--- config.mk ---
export PLATFORM = sky130hd
export DESIGN_NAME = sipo_frame_receiver
export DESIGN_NICKNAME = d
export VERILOG_FILES = /design/src/rtl/sipo_frame_receiver.sv
export SDC_FILE = /design/constraint.sdc
export NUM_CORES = 1
export LEC_CHECK = 0
export ABC_CLOCK_PERIOD_IN_PS = 1600
export CAP_MARGIN = 40
export CORE_MARGIN = 5
export CORE_UTILIZATION = 48
export DETAILED_ROUTE_END_ITERATION = 8
export HOLD_SLACK_MARGIN = 0.05
export PLACE_DENSITY = 0.72
export SYNTH_ARGS = -nofsm -noshare
export SYNTH_HDL_FRONTEND = slang
export SYNTH_SLANG_ARGS = --single-unit
--- constraint.sdc ---
create_clock -name clk -period 1.6 [get_ports clk]
set_input_delay 0.16 -clock clk [delete_from_list [all_inputs] [get_ports clk]]
set_output_delay 0.16 -clock clk [all_outputs]
set_load 0.005 [all_outputs]
--- src/rtl/sipo_frame_receiver.sv ---
// sipo_frame_receiver: start/data/even-parity/stop serial frame receiver with parallel word output
module sipo_frame_receiver #(
  parameter int WIDTH = 8,
  parameter bit LSB_FIRST = 1'b0
) (
  input  logic             clk,
  input  logic             reset,
  input  logic             bit_en,
  input  logic             serial_in,
  output logic [WIDTH-1:0] Q,
  output logic             valid,
  output logic             parity_err,
  output logic             frame_err,
  output logic             busy
);
  localparam int CW = (WIDTH > 1) ? $clog2(WIDTH) : 1;
  typedef enum logic [1:0] {IDLE, DATA, PARITY, STOP} state_t;
  state_t           state_q;
  logic [WIDTH-1:0] sreg_q, sreg_d;
  logic [CW-1:0]    cnt_q;
  logic             p_q;
  // next shift-register value for the bit on the line, in the configured bit order
  always_comb sreg_d = LSB_FIRST ? {serial_in, sreg_q[WIDTH-1:1]} : {sreg_q[WIDTH-2:0], serial_in};
  assign busy = state_q != IDLE;
  // frame FSM; pulses clear every clock, everything else advances only on bit strobes
  always_ff @(posedge clk) begin
    if (reset) begin
      state_q    <= IDLE;
      sreg_q     <= '0;
      cnt_q      <= '0;
      p_q        <= 1'b0;
      Q          <= '0;
      valid      <= 1'b0;
      parity_err <= 1'b0;
      frame_err  <= 1'b0;
    end else begin
      valid     <= 1'b0;
      frame_err <= 1'b0;
      if (bit_en) begin
        case (state_q)
          IDLE: begin
            cnt_q <= '0;
            if (!serial_in) state_q <= DATA;
          end
          DATA: begin
            sreg_q <= sreg_d;
            cnt_q  <= cnt_q + 1'b1;
            if (cnt_q == CW'(WIDTH - 1)) state_q <= PARITY;
          end
          PARITY: begin
            p_q     <= serial_in;
            state_q <= STOP;
          end
          default: begin
            if (serial_in) begin
              Q          <= sreg_q;
              parity_err <= ^sreg_q ^ p_q;
              valid      <= 1'b1;
            end else begin
              frame_err <= 1'b1;
            end
            state_q <= IDLE;
          end
        endcase
      end
    end
  end
endmodule

Yosys cells after proc, flatten, opt, wreduce, memory -nomap -nowiden
Index checks and enable logic that the tools add are counted.
{ "totals": {"regBits": 25, "inputBits": 4, "out_inout_bits": 12, "word_cells": 34} }
{ "op_classes": {"add_sub_neg": 1, "n_eq_ne": 5, "mux": 6, "n_bitwise": 3, "reduce_logical": 11} }
{ "op_table": {"columns": ["op", "count"], "rows": [
  ["$reduce_xor A8 Y1", 1],
  ["$pmux W2 S3", 1],
  ["$pmux W3 S2", 1],
  ["$reduce_and A2 Y1", 3],
  ["$reduce_and A3 Y1", 2],
  ["$reduce_or A5 Y1", 1],
  ["$mux W2", 2],
  ["$ne A2 B2 Y1 const B", 2],
  ["$reduce_bool A2 Y1", 2],
  ["$add A3 B1 Y3 const B", 1],
  ["$eq A3 B3 Y1 const B", 1],
  ["$reduce_or A3 Y1", 1],
  ["$eq A2 B1 Y1 const B", 1],
  ["$eq A2 B2 Y1 const B", 1],
  ["$logic_not A2 Y1", 1],
  ["$mux W1", 2],
  ["$not A1 Y1", 2],
  ["$xor A1 B1 Y1", 1]
]} }

Longest topological paths before layout
Gate-level depths: netlist (run 1).
{ "depth": {"depth_word": 4, "ltp_mapped": 6, "mapped_depth_nobuf": 6} }

Least setup slack after synthesis (run 1)
OpenSTA, ideal clock, no wires.
{ "synth_path": {"kind": "flip-flop to flip-flop", "start": "reg state_q[1]", "end": "reg state_q[0]", "setup_ns": 0.070, "arrival_ns": 1.314, "required_time_ns": 1.530, "slack_ns": 0.215, "stages_incl_launch_ff": 7, "n_path_buf": 0, "synth_period_minus_slack_ns": 1.385, "cell_sequence": "dfxtp_1 -> inv_1 -> ha_1 -> nand2_1 -> nand3_1 -> or3_1 -> a21oi_1"} }
{ "synth_between": {"elab_chain_cells": 3, "elab_cells_between_ends": 7, "classes_between": "eq/ne (4); mux (1); reduce/logical (2)"} }
{ "synth_lines": {"columns": ["item", "line_no", "source"], "rows": [
  ["start: declaration", "18", "state_t state_q;"],
  ["start signal: assignment", "28", "state_q <= IDLE;"],
  ["start signal: assignment", "43", "if (!serial_in) state_q <= DATA;"],
  ["start signal: assignment", "48", "if (cnt_q == CW'(WIDTH - 1)) state_q <= PARITY;"],
  ["$eq A2 B1 Y1 or $logic_not A2 Y1 (tied branches)", "40", "case (state_q)"],
  ["$ne A2 B2 Y1 (no line)", null, null],
  ["$reduce_and A3 Y1 (no line)", null, null]
]} }
Parallel ways exist; a longest one is shown, timed or not.
A chain may end at the register's enable or synchronous reset.

Worst setup path after layout (run 1)
{ "layout_path": {"start": "reg state_q[0]", "end": "reg state_q[0]"} }
The elaborated chain is that of the path after synthesis.

==> reports/qor.txt, run 1 <==
Run status: completed
Post-Synth Simple-Gate Area: 24.5%
Worst hold margin: 0.464 ns
Drt total wl: 2.29 mm
DIE HEIGHT: 57.6 µm
Post-Synthesis Net Count: 142
Ranking of synthesized cells by area: dfxtp_1 (46%), nand2_1 (12%), a21oi_1 (9.2%)
Hold_buf cts: 0
Number of synthesized flops with an enable pin: 0
Sequential Area: 508 µm²
Initial antenna violation count: 0
Top-count cell post-synth: nand2_1
Worst Path Max Fanout: 4
Synth top area share: 46.0%
Synth Cell Area: 0.00109 mm²
Area share of fa/ha/maj cells after synthesis: 8.06%
Compound-Gate Fraction of Synth Area: 9.90%
Detailed Routing Iterations Pass 1: 4
# clock sinks: 25
Rows: 17
Portion of netlist area occupied by mux cells: 1.84%
Largest net degree at the start of global routing: 14
Die Area: 0.00332 mm²
Crit-path cells: buf_4 > ha_2 > nand2b_1 > nand3_2 > or3_4 > a21oi_2
Max-cap violations: 0
Req. time, crit path: 1.86 ns
Worst-path clk slew: 0.14 ns
Yosys warns: 0
CTS H-Tree Depth: 1
Hold WC Path Type: reg2reg
Antenna-violating nets left: 0
Rel. slew slack: 74.3%
XOR/XNOR Fraction of Synth Area: 6.10%
Diode count: 0
Drt wl/cell: 12.8 µm
Post-Synthesis Cells: 131
Core Region: 0.00219 mm²
Setup violators final: 0
Fin crit period: 1.50 ns
Crit. End Element: flop
Seq cells post-synth: 25
Register area share after synthesis: 46.0%
Vias: 943
DIE WIDTH: 57.6 µm
Final hold viol count: 0
Vias per cell: 5.27
Placement Cell Area: 0.00129 mm²
GP Congestion: 0.805
DRT iter0 DRCs: 30
Tightest Pin Transition: 0.384 ns
Maximum VDD drop: 0.481 mV
Cell area power density: 788 mW/mm²
Area leader, netlist: dfxtp_1
Number of port buffers: 15
Clock tree from TritonCTS: done
Longest Clk Path Bufs: 2
WP data arrival: 1.76 ns
Leakage power: 0.000526 µW
Slowest cell on the critical path: or3_4
GR Util All Layers: 14.7%
Main combinational cell family by area after synthesis: simple AND/OR/NAND/NOR gates
Avg Inst Size Synth: 8.30 µm²
Post-synth cell types: 21
Fin crit share: 93.8%
Num ports: 16
Max-slew violations: 0
CP peak stage delay: 0.39 ns
Fillcell total: 182
Vias in the first global route: 883
# DRC: 0
Multi-input logic area: 577 µm²
Global-route wire length before repair: 3.89 mm
CTS buffer count: 3
Setup TNS: 0 ns
Worst Setup Path Type: reg2reg
Final Cell Area: 0.00137 mm²
Synth Flop Type: dfxtp_1
# nets final: 163
Fmax: 666 MHz
List of most frequent post-synthesis cells: nand2_1 (34), dfxtp_1 (25), a21oi_1 (20)
Initial Util: 49.6%
Post-synth ARST share: 0%
Clk_skew: 0.00247 ns
Startpoint types: flop
Total gr overflow: 0
Clk root buf: clkbuf_4
Clock Latency Late Sink: 0.31 ns
Area delta synth->final: 25.7%
Share of cells above drive strength 1: 12.6%
RSZ-0062 raised after global routing: no
DP Wirelength: 1.67 mm
[critical path: cells and delay by family (launching register included)]
| kind | cells | cell delay (ns) |
|---|---|---|
| adders and majority gates | 1 | 0.19 |
| buffers and inverters | 1 | 0.15 |
| DFF | 1 | 0.37 |
| AOI/OAI and AO/OA | 1 | 0.13 |
| and+or+nand+nor | 3 | 0.60 |
[timing repair]
action,4_1_cts,5_1_grt
setup buffers,2,0
gates resized for setup,8,4
setup endpoints to repair,1,1
[metrics by stage]
step	total power [µW]	instances	utilization [%]	setup slack, ns
6_report	1080	179	62.4	0.0988
5_1_grt	1130	179	62.4	0.0409
4_1_cts	1060	179	61.6	0.0860
3_5_place_dp	777	173	58.9	0.0545
3_3_place_gp	774	173	58.9	0.122
2_1_floorplan	729	131	-	0.215
[cells by family (layout without fill, tap and decap cells)]
kind of cell / Yosys count / count (layout)
AND/OR/NAND/NOR: 60 / 60
flip-flops: 25 / 25
AO/OA/AOI/OAI: 21 / 21
buffers and inverters: 10 / 30
adder cells (fa/ha/maj): 7 / 7
XOR/XNOR: 6 / 6
multiplexers: 2 / 2
[layout make-up]
class | instances | area share [%]
Multi-Input combinational cell | 96 | 42.2
Sequential cell | 25 | 37.2
Timing Repair Buffer | 23 | 15.3
Tap cell | 28 | 2.56
Clock buffer | 4 | 1.92
Inverter | 3 | 0.824
[where the power goes]
group          internal, µW  switching [µW]
Clock                  97.4             187
Combinational          70.7            82.4
Sequential              632            6.52
[flip-flops by register name (all words and copies together), names as in the netlist]
signal / flops
Q: 8
sreg_q: 8
cnt_q: 3
state_q: 2
frame_err: 1
p_q: 1
parity_err: 1
valid: 1
[routing by layer]
| layer | track usage (%) | up-vias | wire (µm) |
|---|---|---|---|
| li1 | - | 471 | - |
| met1 | 18.8 | 438 | 1020 |
| met2 | 24.4 | 32 | 1120 |
| met3 | 2.94 | 2 | 132 |
| met4 | 5.63 | 0 | 18 |
| met5 | 0 | - | 0 |
[cell usage in the layout (no fill, tap or decap), types with 2 or more instances in the layout]
cell and count:
nand2_1 34, dfxtp_1 23, a21oi_1 19, clkdlybuf4s50_1 14
nand3_1 11, buf_4 8, nor2_1 5, ha_1 5
nand3b_1 3, xnor2_1 3, clkbuf_4 3, inv_1 2
mux2i_1 2, xor2_1 2, dfxtp_4 2
[path summary, 6_finish.rpt]
| path | depth (start not counted) | end | slack (ns) | start |
|---|---|---|---|---|
| setup / recovery | 6 | state_q[0]$_SDFFE_PP0P_ | 0.1 | state_q[0]$_SDFFE_PP0P_ |
| hold / removal | 2 | Q[3]$_SDFFE_PP0P_ | 0.46 | Q[3]$_SDFFE_PP0P_ |
| setup reg to reg | 6 | state_q[0]$_SDFFE_PP0P_ | 0.1 | state_q[0]$_SDFFE_PP0P_ |
| hold reg to reg | 2 | Q[3]$_SDFFE_PP0P_ | 0.46 | Q[3]$_SDFFE_PP0P_ |
No activity file was read; power rests on OpenSTA's default activity.
==> inputs of run 2 (changes only) <==
--- a/config.mk
+++ b/config.mk
@@ -5,7 +5,6 @@
 export SDC_FILE = /design/constraint.sdc
 export NUM_CORES = 1
 export LEC_CHECK = 0
-export ABC_CLOCK_PERIOD_IN_PS = 1600
 export CAP_MARGIN = 40
 export CORE_MARGIN = 5
 export CORE_UTILIZATION = 48
==> results of run 2 <==
No change in the layout: final DEF, timing and power equal those of run 1.
